### config.mk
export PLATFORM = sky130hd
export DESIGN_NAME = addbit_serial_ctrl
export DESIGN_NICKNAME = d
export VERILOG_FILES = /design/src/rtl/addbit_serial_ctrl_pkg.sv /design/src/rtl/addbit.sv /design/src/rtl/addbit_serial_ctrl.sv
export SDC_FILE = /design/constraint.sdc
export NUM_CORES = 1
export LEC_CHECK = 0
export BUFFER_PORTS_ARGS = -buffer_cell sky130_fd_sc_hd__buf_2
export CORE_ASPECT_RATIO = 0.5
export CORE_UTILIZATION = 35
export CTS_BUF_LIST = sky130_fd_sc_hd__clkbuf_8
export DETAILED_ROUTE_END_ITERATION = 10
export HOLD_SLACK_MARGIN = 0.02
export PLACE_DENSITY = 0.58
export SYNTH_ARGS = -nofsm -noshare
export SYNTH_HDL_FRONTEND = slang
export SYNTH_HIERARCHICAL = 1
export SYNTH_SLANG_ARGS = --single-unit
export TNS_END_PERCENT = 1
### constraint.sdc
create_clock -name clk -period 1.4 [get_ports clk]
set_input_delay 0.28 -clock clk [delete_from_list [all_inputs] [get_ports clk]]
set_output_delay 0.28 -clock clk [all_outputs]
set_load 0.01 [all_outputs]
### src/rtl/addbit_serial_ctrl_pkg.sv
// addbit_serial_ctrl_pkg
//   Shared constants for the bit-serial adder/subtractor controller.
//   FSM state encoding and the operation select values driven on 'sub'.
package addbit_serial_ctrl_pkg;

    // FSM states (2-bit, kept as plain constants for legacy tools)
    localparam logic [1:0] IDLE = 2'd0;
    localparam logic [1:0] RUN  = 2'd1;
    localparam logic [1:0] DONE = 2'd2;

    // Operation select
    localparam logic OP_ADD = 1'b0;
    localparam logic OP_SUB = 1'b1;

endpackage

### src/rtl/addbit.sv
// addbit
//   Existing 1-bit full adder cell, purely combinational.
//   Ports: a, b, cin  - addend bits and carry in
//          s, cout    - sum bit and carry out
module addbit (
    input  logic a,
    input  logic b,
    input  logic cin,
    output logic s,
    output logic cout
);

    assign s    = a ^ b ^ cin;
    assign cout = (a & b) | (a & cin) | (b & cin);

endmodule

### src/rtl/addbit_serial_ctrl.sv
// addbit_serial_ctrl
//   Bit-serial adder/subtractor. One shared addbit cell is stepped over
//   WIDTH cycles, LSB first, with the carry held in a flop between cycles.
//   Ports:
//     clk, rst_n      - clock, asynchronous active-low reset
//     start, sub      - request and operation (0 = a+b, 1 = a-b), sampled in IDLE
//     a, b            - operands, sampled with start
//     busy            - high while bits are being processed
//     done            - one-cycle pulse, result valid
//     sum, cout, ovf  - result, final carry (sub: 1 = no borrow), signed overflow
module addbit_serial_ctrl
    import addbit_serial_ctrl_pkg::*;
#(
    parameter int WIDTH = 8,
    parameter int CNT_W = $clog2(WIDTH + 1)
) (
    input  logic             clk,
    input  logic             rst_n,
    input  logic             start,
    input  logic             sub,
    input  logic [WIDTH-1:0] a,
    input  logic [WIDTH-1:0] b,
    output logic             busy,
    output logic             done,
    output logic [WIDTH-1:0] sum,
    output logic             cout,
    output logic             ovf
);

    localparam logic [CNT_W-1:0] LAST = CNT_W'(WIDTH - 1);

    logic [1:0]       state;
    logic [WIDTH-1:0] a_sr;
    logic [WIDTH-1:0] b_sr;
    logic [WIDTH-1:0] res_sr;
    logic [CNT_W-1:0] cnt;
    logic             carry;
    logic             cout_r;
    logic             ovf_r;
    logic             bit_s;
    logic             bit_co;

    addbit u_addbit (
        .a    (a_sr[0]),
        .b    (b_sr[0]),
        .cin  (carry),
        .s    (bit_s),
        .cout (bit_co)
    );

    always_ff @(posedge clk or negedge rst_n) begin
        if (!rst_n) begin
            state  <= IDLE;
            a_sr   <= '0;
            b_sr   <= '0;
            res_sr <= '0;
            cnt    <= '0;
            carry  <= 1'b0;
            cout_r <= 1'b0;
            ovf_r  <= 1'b0;
        end else begin
            case (state)
                IDLE: begin
                    if (start) begin
                        // Subtraction is a + ~b + 1: invert b, seed carry with 1
                        a_sr   <= a;
                        b_sr   <= (sub == OP_SUB) ? ~b : b;
                        carry  <= sub;
                        cnt    <= '0;
                        res_sr <= '0;
                        cout_r <= 1'b0;
                        ovf_r  <= 1'b0;
                        state  <= RUN;
                    end
                end
                RUN: begin
                    a_sr   <= a_sr >> 1;
                    b_sr   <= b_sr >> 1;
                    res_sr <= {bit_s, res_sr[WIDTH-1:1]};
                    carry  <= bit_co;
                    cnt    <= cnt + CNT_W'(1);
                    if (cnt == LAST) begin
                        // carry currently holds the carry into the MSB
                        cout_r <= bit_co;
                        ovf_r  <= carry ^ bit_co;
                        state  <= DONE;
                    end
                end
                DONE: state <= IDLE;
                default: state <= IDLE;
            endcase
        end
    end

    assign busy = (state == RUN);
    assign done = (state == DONE);
    assign sum  = res_sr;
    assign cout = cout_r;
    assign ovf  = ovf_r;

endmodule

==> results of run 1 <==
-- worst min path at each step --
stage / startpoint / endpoint / slack (ns)
2_1_floorplan: rst_n / a_sr[0] / -0.02
3_3_place_gp: rst_n / a_sr[3] / 0.25
3_5_place_dp: rst_n / a_sr[3] / 0.26
4_1_cts: a[6] / a_sr[6] / 0.26
5_1_grt: a[5] / a_sr[5] / 0.29
6_report: a[6] / a_sr[6] / 0.26
-- tightest hold or removal path, cell delays in order --
cell     delay (ns)
buf_2          0.07
mux2i_1        0.05
o21ai_1        0.11
-- final cells by class --
cell class / instances / share of cell area
clock buffer: 5 / 0.0345
clock inverter: 3 / 0.00690
inverter: 9 / 0.0182
multi-input combinational: 89 / 0.337
sequential: 33 / 0.414
tap: 54 / 0.0339
timing repair buffer: 48 / 0.155
-- cell families (layout without fill, tap and decap cells) --
kind of cell    count (synthesis)  after routing  share of synthesized area
compound gates                 43             43                      0.210
mux                             8              8                     0.0500
buf+inv                        21             65                     0.0726
simple gates                   27             27                     0.0828
flops                          33             33                      0.515
fa+ha+maj                       2              2                     0.0203
xor+xnor                        9              9                     0.0492
-- metrics by stage --
| stage | utilization | power, uW | hold WS [ns] |
|---|---|---|---|
| 6_report | 0.482 | 3900 | 0.262 |
| 2_1_floorplan | - | 2660 | -0.0156 |
| 3_3_place_gp | 0.448 | 3110 | 0.254 |
| 5_1_grt | 0.482 | 4230 | 0.291 |
| 3_5_place_dp | 0.448 | 3140 | 0.255 |
| 4_1_cts | 0.475 | 3910 | 0.258 |
-- cell usage after synthesis --
library cell,instances
dfrtp_1,33
nand2_1,15
a22o_1,9
o21ai_1,9
xnor2_1,9
inv_1,8
mux2i_1,8
a221o_1,7
buf_2,6
o32ai_1,5
buf_6,4
o21ai_0,3
a21oi_1,2
clkbuf_1,2
nand3_1,2
nor2_1,2
nor2b_1,2
o211ai_1,2
a22oi_1,1
and3b_1,1
fa_1,1
ha_1,1
inv_2,1
nand2b_1,1
nand4b_1,1
nor3b_1,1
o211a_1,1
o21bai_2,1
o22ai_1,1
o31ai_1,1
o32ai_2,1
or3_1,1
or3b_1,1
-- registers in the layout, indices dropped and copies added, names as in the netlist --
signal  count
state       2
sum         8
ovf         1
b_sr        8
cout        1
carry       1
cnt         4
a_sr        8
-- power groups by stage --
stage               Combinational [uW]  Clock (uW)  Sequential [uW]
global route                      1800         774             1660
CTS                               1590         715             1610
finish                            1610         687             1610
global placement                  1500           0             1610
detailed placement                1520           0             1620
floorplan                         1050           0             1610
-- metal layers --
metal	vias to the layer above	track usage	wire length, um	part of all wire
met5	-	0	0	0
met4	0	0.0682	31	0.0088
met3	4	0.0468	144	0.041
met2	25	0.212	1400	0.40
met1	601	0.241	1930	0.55
li1	600	-	-	-
-- repair_timing --
item / CTS / global route
endpoints found under the setup margin: 8 / 12
buffers inserted: 2 / 1
resized for setup: 2 / 5
hold buffers: 1 / 0
endpoints found under the hold margin: 17 / 0
==> results.md, run 1 <==
- Slew margin rel.: 0.703
- Worst Max-Slew Pin Slew: between 0.4 and 0.5 ns
- Design area: 2000 um2
- FF+latch count, synth: 33
- Max FO, Critical Path: 6
- Routed Antenna Nets: 0
- # clock sinks: 33
- Area grow syn2layout: 24.5%
- R2R Setup Slk: 0 ns
- Seq/Total Area, Yosys: 0.515
- CTS buffer count: 5
- HP Class: input port to register
- Internal power consumption: around 2500 uW
- I/O Buffers: 31
- Post-Synthesis Cell Area: 1600 um2
- Hold Path Stages: 3
- Initial antenna violation count: 0
- Avg Vias per Cell: 5.10
- DR WL/cell: 14.6 um
- Clk root buf: clkbuf_8
- Clock power frac: 0.176
- Most common cell after layout, fill and taps aside: dfrtp_1
- Vias in the first global route: 1155
- Synth area leader: dfrtp_1
- CP bufs+invs: 3
- CP startpoint: state[1]
- Syn_area_per_cell: between 10 and 15 um2
- Area of the multi-input gates: 673 um2
- Overall routing resource usage: 0.161
- Worst vdd ir: 0.704 mV
- Htree depth: 2
- Clock slew at reported path FFs: 0.07 ns
- Vias post-DR: 1230
- Failing checks: DRC, setup timing
- Max-Cap Viols: 0
- Sequential cell area: 827 um2
- Worst R2R Start: a_sr[0]
- Setup TNS: -0.0765 ns
- Area after DPL: 1860 um2
- Clk buf depth: 2
- Worst setup path endpoint: done
- Drt pass-1 iters: 7
- Fill cell count: 400
- Minimum clock period: 1.47 ns
- Total grt overflow: 0
- Total Die Area: approximately 5000 um2
- Status: finished, violations left
- Cells after synthesis: 143
- Share of layout cells above drive strength 1: 0.326
- Gpl congestion: 0.757
- DRT iter0 DRCs: 90
- Max-slew violation count: 0
- CP Class: register to primary output
- Core area: 4140 um2
- Worst endpoint data arrival time: 1.19 ns
- Post-synth top area share: 0.515
- Finished Layout Cells: 241
- R2R Path End: ovf
- Period utilization: 1.05
- CP delay by family, top: flip-flops
- Global-route wire length before repair: between 5000 and 6000 um
- Combinational Power Share: 0.412
- Syn_nets: 165
- CTS tree: done
- Synth area leaders: dfrtp_1, mux2i_1, a22o_1, xnor2_1, a221o_1
- Share of power burned in registers: 0.411
- I/O pin count: 32
- Critical Path Slowest Stage Cell: dfrtp_1
- Starting density of the core: 0.387
- Warnings, synthesis: 6
- Critical path, cell by cell: buf_6 -> buf_8 -> nor2b_1 -> buf_2
- CP max stage delay: 0.41 ns
- HPWL after detailed placement: 2390 um
- Data required, critical path: 1.12 ns
- FF-to-FF path depth: 4
- CP Launch Type: register
- Worst Clk Skew: 0.00844 ns
- Sw Ratio: 0.361
- Largest net degree at the start of global routing: 23
- Placement Setup Slack: -0.0362 ns
- Max Clock Freq: ~680 MHz
- DRC violations left: 2
- FP Rows: 16
- P per Cell Area: 1960 nW/um2
- Worst skew pair latency: 0.29 ns
- Die X: 97.7 um
- Final Hold Vio Count: 0
- Cell variety after synth: 33
- Ant. Diodes: 0
- Post-Place Cells: 229
- Final wirelength: 3510 um
- Final Setup Violations: 3
- P_leak: 0.000974 uW
- Die height: roughly 50 um
- Element type at the critical path end: primary output
- Most frequent cells in the layout: dfrtp_1, buf_2, nand2_1, buf_4
- Setup ws final: -0.0727 ns
- Number of stages on the worst setup path: 4
- Nets: between 200 and 250
- Net Sw Power: 1410 uW
- Unrepaired setup endpoints after global routing: yes
Note: power is estimated with default switching activity, not from simulation.
==> run 2, diff against run 1 <==
Settings changed: CELL_PAD_IN_SITES_DETAIL_PLACEMENT set to 1, CELL_PAD_IN_SITES_GLOBAL_PLACEMENT set to 2, CORE_UTILIZATION 35 to 33, PLACE_DENSITY 0.58 to 0.79.
==> run 2 against run 1 <==
Critical path depth did not move. Clock skew fell by 0.0054 ns. Largest power group is now combinational logic. Wire length rose by 15%. Die area rose by 5.9%. Total power rose by 10%. The run ends with setup timing left. Clock-buffer cell count rose by 2.
==> results.md, run 2 (synthesis gave the netlist of run 1 again) <==
- Max-Cap Viols: 0
- Core area: 4530 um2
- CP bufs+invs: 0
- Vias in the first global route: 1340
- Number of stages on the worst setup path: 4
- Worst skew pair latency: 0.28 ns
- Clk root buf: clkbuf_8
- Placement Setup Slack: -0.0170 ns
- Die X: 101 um
- HPWL after detailed placement: 2790 um
- FP Rows: 17
- Area after DPL: 1910 um2
- Final wirelength: roughly 4000 um
- Worst endpoint data arrival time: 1.65 ns
- Hold Buf Count CTS: 0
- Initial antenna violation count: 0
- Overall power: 4310 uW
- Worst R2R Start: carry
- Most frequent cells in the layout: dfrtp_1, buf_2, nand2_1, buf_4
- Share of layout cells above drive strength 1: 0.382
- Most common cell after layout, fill and taps aside: dfrtp_1
- Starting density of the core: 0.354
- R2R Setup Slk: -0.03 ns
- Data required, critical path: roughly 1.6 ns
- Critical Path Slowest Stage Cell: fa_2
- Vias post-DR: 1297
- Max FO, Critical Path: 3
- Critical path, cell by cell: fa_2 -> xnor2_1 -> or3_1 -> nand3_2
- Htree depth: 2
- Clock slew at reported path FFs: 0.07 ns
- Total Die Area: 5160 um2
- Ant. Diodes: 0
- Status: finished, violations left
- Period utilization: 1.02
- Clk buf depth: 2
- Design area: approximately 2100 um2
- DR WL/cell: 15.7 um
- Routed Antenna Nets: 0
- CP Launch Type: register
- I/O pin count: 32
- DRT iter0 DRCs: 52
- Drt pass-1 iters: 4
- I/O Buffers: 31
- Avg Vias per Cell: 5.05
- # clock sinks: 33
- DRC violations left: 0
- Total grt overflow: 0
- Element type at the critical path end: register
- Worst vdd ir: 0.574 mV
- CP delay by family, top: adder cells
- Failing checks: setup timing
- R2R Path End: ovf
- FF-to-FF path depth: 4
- Minimum clock period: 1.43 ns
- Slew margin rel.: 0.711
- CTS buffer count: 5
- Final Setup Violations: 6
- CTS tree: done
- Gpl congestion: 0.776
- Worst Max-Slew Pin Slew: 0.434 ns
- CP max stage delay: 0.42 ns
- Die height: 51.3 um
- HP Class: input port to asynchronous set/reset pin
- Area grow syn2layout: 32.5%
- Max Clock Freq: 701 MHz
- Nets: approximately 210
- P_leak: 0.00102 uW
- Worst Clk Skew: around 0.0031 ns
- CP Class: register to register
- P per Cell Area: approximately 2000 nW/um2
- Final Hold Vio Count: 0
- Unrepaired setup endpoints after global routing: yes
- Max-slew violation count: 0
- Setup ws final: -0.0261 ns
- Global-route wire length before repair: 6800 um
- Overall routing resource usage: 0.178
- Largest net degree at the start of global routing: 34
## run 2: worst max-delay path by stage
stage,from,endpoint,slack [ns]
6_report,carry,ovf,-0.03
5_1_grt,carry,ovf,-0.07
4_1_cts,a_sr[0],ovf,-0.04
3_5_place_dp,a_sr[0],ovf,-0.02
3_3_place_gp,a_sr[0],ovf,0.03
2_1_floorplan,a_sr[0],ovf,0.06
## run 2: layout make-up
class / count / area [um2]
clock inverter: 1 / 5.00
fill: 512 / 2410
timing repair buffer: 52 / 357
sequential: 33 / 827
clock buffer: 7 / 96.3
multi-input combinational: 89 / 714
inverter: 9 / 41.3
tap: 66 / 82.6
## run 2: power by group
part | internal [uW] | switching, uW
combinational | 991 | 887
clock | 445 | 363
sequential | 1330 | 294
total | 2770 | 1540
## run 2: routing by layer
metal	wire length, um	global-route usage	part of all wire
met1	2070	0.241	0.51
met2	1780	0.275	0.44
met3	139	0.0424	0.034
met4	42	0.0725	0.010
met5	0	0	0
## run 2: timing repair
action / CTS / global route
gates resized for setup: 13 / 7
endpoints found under the setup margin: 3 / 13
pin swaps: 2 / 8
setup buffers: 1 / 5
## run 2: stage by stage
step / util / std cells / hold slack (ns) / setup TNS, ns
global route: 0.469 / 257 / 0.0572 / -0.449
floorplan: - / 143 / -0.0156 / 0
global placement: 0.421 / 244 / 0.336 / 0
CTS: 0.453 / 252 / 0.0280 / -0.0859
finish: 0.469 / 257 / 0.0173 / -0.0960
detailed placement: 0.421 / 244 / 0.339 / -0.0170
==> run 3, diff against run 2 <==
Settings changed: PLACE_DENSITY 0.79 to 0.78, SYNTH_HIERARCHICAL 1 to unset.
==> run 3 against run 2 <==
The run now ends clean. Global-route usage fell by 2.0 points. Sequential cell count did not move. Sequential power barely moved. Clock skew rose by 0.0069 ns. Area after synthesis fell by 4.8%. Critical path depth fell by 1. Final area fell by 5.0%. Register-to-register slack improved by 0.07 ns. Critical endpoint is now done. Largest cell class unchanged.
==> results.md, run 3 <==
- Status: complete, no violations
- Max-slew violation count: 0
- CP Class: register to primary output
- Synth Area in Simple Gates: 0.125
- Final core occ: 0.456
- Total Die Area: between 4000 and 5000 um2
- I/O Buffers: 31
- Max-Cap Viols: 0
- Net Sw Power: 1490 uW
- Global-route wire length before repair: 5820 um
- Core area: 4420 um2
- Post-synth top area share: 0.541
- Design area: 2020 um2
- Starting density of the core: 0.345
- Die height: 50.1 um
- Final Setup Violations: 0
- Warnings, synthesis: 0
- Area of the multi-input gates: 652 um2
- Share of power burned in registers: 0.383
- DRC violations left: 0
- Most common cell after layout, fill and taps aside: dfrtp_1
- Fill cell count: 499
- Worst skew pair latency: around 0.29 ns
- Element type at the critical path end: primary output
- HPWL after detailed placement: 2370 um
- Nets: around 200
- Worst vdd ir: 0.623 mV
- Die X: roughly 98 um
- Overall routing resource usage: 0.158
- Clk root buf: clkbuf_8
- Setup TNS: 0 ns
- Minimum clock period: 1.39 ns
- Cells after synthesis: 127
- Predominant post-synthesis flop cell: dfrtp_1
- Post-Synthesis Cell Area: 1530 um2
- Vias post-DR: between 1000 and 1500
- Area grow syn2layout: 32.2%
- Synth area leader: dfrtp_1
- Cell variety after synth: 26
- Max Clock Freq: 720 MHz
- DRT iter0 DRCs: 25
- Sw Ratio: 0.344
- # clock sinks: 33
- Clk buf depth: 2
- Ys async rst share: 1.00
- Clock power frac: 0.219
- Synth Area in Compound Gates: 0.157
- Mux contribution to synthesized area: 0.0656
- Max FO, Critical Path: 7
- Initial antenna violation count: 0
- Internal power consumption: 2830 uW
- Worst Max-Slew Pin Slew: 0.481 ns
- Area after DPL: 1810 um2
- Total grt overflow: 0
- CTS tree: done
- Combinational Power Share: 0.398
- Most frequent cells in the layout: dfrtp_1, buf_2, nand2_1, buf_4
- Final wirelength: 3630 um
- Worst endpoint data arrival time: 1.11 ns
- Drt pass-1 iters: 6
- Worst Clk Skew: 0.00996 ns
- Data required, critical path: 1.12 ns
- P_leak: between 0.001 and 0.0015 uW
- Final Hold Vio Count: 0
- Unrepaired setup endpoints after global routing: yes
- Syn_nets: about 150
- Count leader, synth: dfrtp_1
- Seq/Total Area, Yosys: 0.541
- Sequential cell area: 828 um2
- Post-synth top cells: dfrtp_1, nand2_1, a22o_1, mux2i_1
- Syn_area_per_cell: 12.0 um2
- Htree depth: 2
- Largest net degree at the start of global routing: 26
- EDFF count, synth: 0
- DR WL/cell: 15.4 um
- Post-synthesis adder-cell area fraction: 0.0213
- Period utilization: 0.992
- CP Launch Type: register
- FP Rows: 17
- Gpl congestion: about 0.73
- Avg Vias per Cell: 5.00
- CTS buffer count: 5
- P per Cell Area: between 2000 and 2500 nW/um2
- Ant. Diodes: 0
- Share of layout cells above drive strength 1: 0.365
- Synth area leaders: dfrtp_1, mux2i_1, a22o_1, a221o_1, and3b_1
- FF+latch count, synth: 33
- HP Class: input port to register
- Slew margin rel.: 0.679
- Xor-xnor portion of the synthesized cell area: 0.0517
- Clock slew at reported path FFs: 0.07 ns
- Largest family of logic cells by synthesized area: compound AO/OA/AOI/OAI gates
- I/O pin count: 32
- Routed Antenna Nets: 0
- Vias in the first global route: 1127
run 3: power by group through the flow:
stage	sequential [uW]	combinational, uW	clock, uW
floorplan	1650	996	0
global placement	1650	1500	0
detailed placement	1650	1560	0
CTS	1660	1710	957
global route	1720	1880	1000
finish	1650	1720	947
run 3: stage by stage:
stage                     total power, uW  worst slack, ns  cells  hold slack, ns
after floorplan                      2640            0.172    127         -0.0156
after global placement               3150           0.0416    220           0.268
after detailed placement             3210          -0.0100    220           0.268
after CTS                            4320          0.00101    235           0.215
after global routing                 4610          -0.0445    235           0.235
final                                4320           0.0118    235           0.216
run 3: cell families (layout without fill, tap and decap cells):
logic type | Yosys count | count (layout)
DFF | 33 | 33
AOI/OAI and AO/OA | 32 | 32
and+or+nand+nor | 31 | 31
muxes | 10 | 10
buffers and inverters | 10 | 61
xor gates and xnor gates | 9 | 9
adders and majority gates | 2 | 2
run 3: worst paths after layout:
path | start | endpoint | slack [ns] | cells past startpoint
hold reg to reg | a_sr[6] | a_sr[6] | 0.49 | 2
setup / recovery | state[0] | done | 0.01 | 3
hold / removal | a[7] | a_sr[7] | 0.22 | 2
max in group asynchronous | rst_n | sum[5] | 0.41 | 3
min in group asynchronous | rst_n | ovf | 0.48 | 2
setup reg to reg | state[1] | b_sr[1] | 0.04 | 3
run 3: layout make-up:
type                    instances  share of cell area
repair buffers                 51               0.166
inverters                       2             0.00744
clock inverters                 2              0.0167
multi-input cells              84               0.323
clock buffers                   6              0.0409
well taps                      57              0.0354
flip-flops and latches         33               0.411
run 3: what timing repair did:
item,in CTS,in global routing
setup buffers,6,0
hold buffers,1,0
pin swaps,0,2
setup endpoints to repair,4,8
gates resized for setup,7,3
hold endpoints to repair,19,0
run 3: worst max-delay path, stage by stage (launching register included):
cell and delay, ns:
dfrtp_2 0.46, buf_6 0.15, nor2b_1 0.09, buf_2 0.13
run 3: metal layers:
| layer | wire length, um | share of wire | GRT usage |
|---|---|---|---|
| met3 | 129 | 0.036 | 0.0411 |
| met1 | 1760 | 0.48 | 0.209 |
| met5 | 0 | 0 | 0 |
| met2 | 1700 | 0.47 | 0.252 |
| met4 | 42 | 0.012 | 0.0597 |
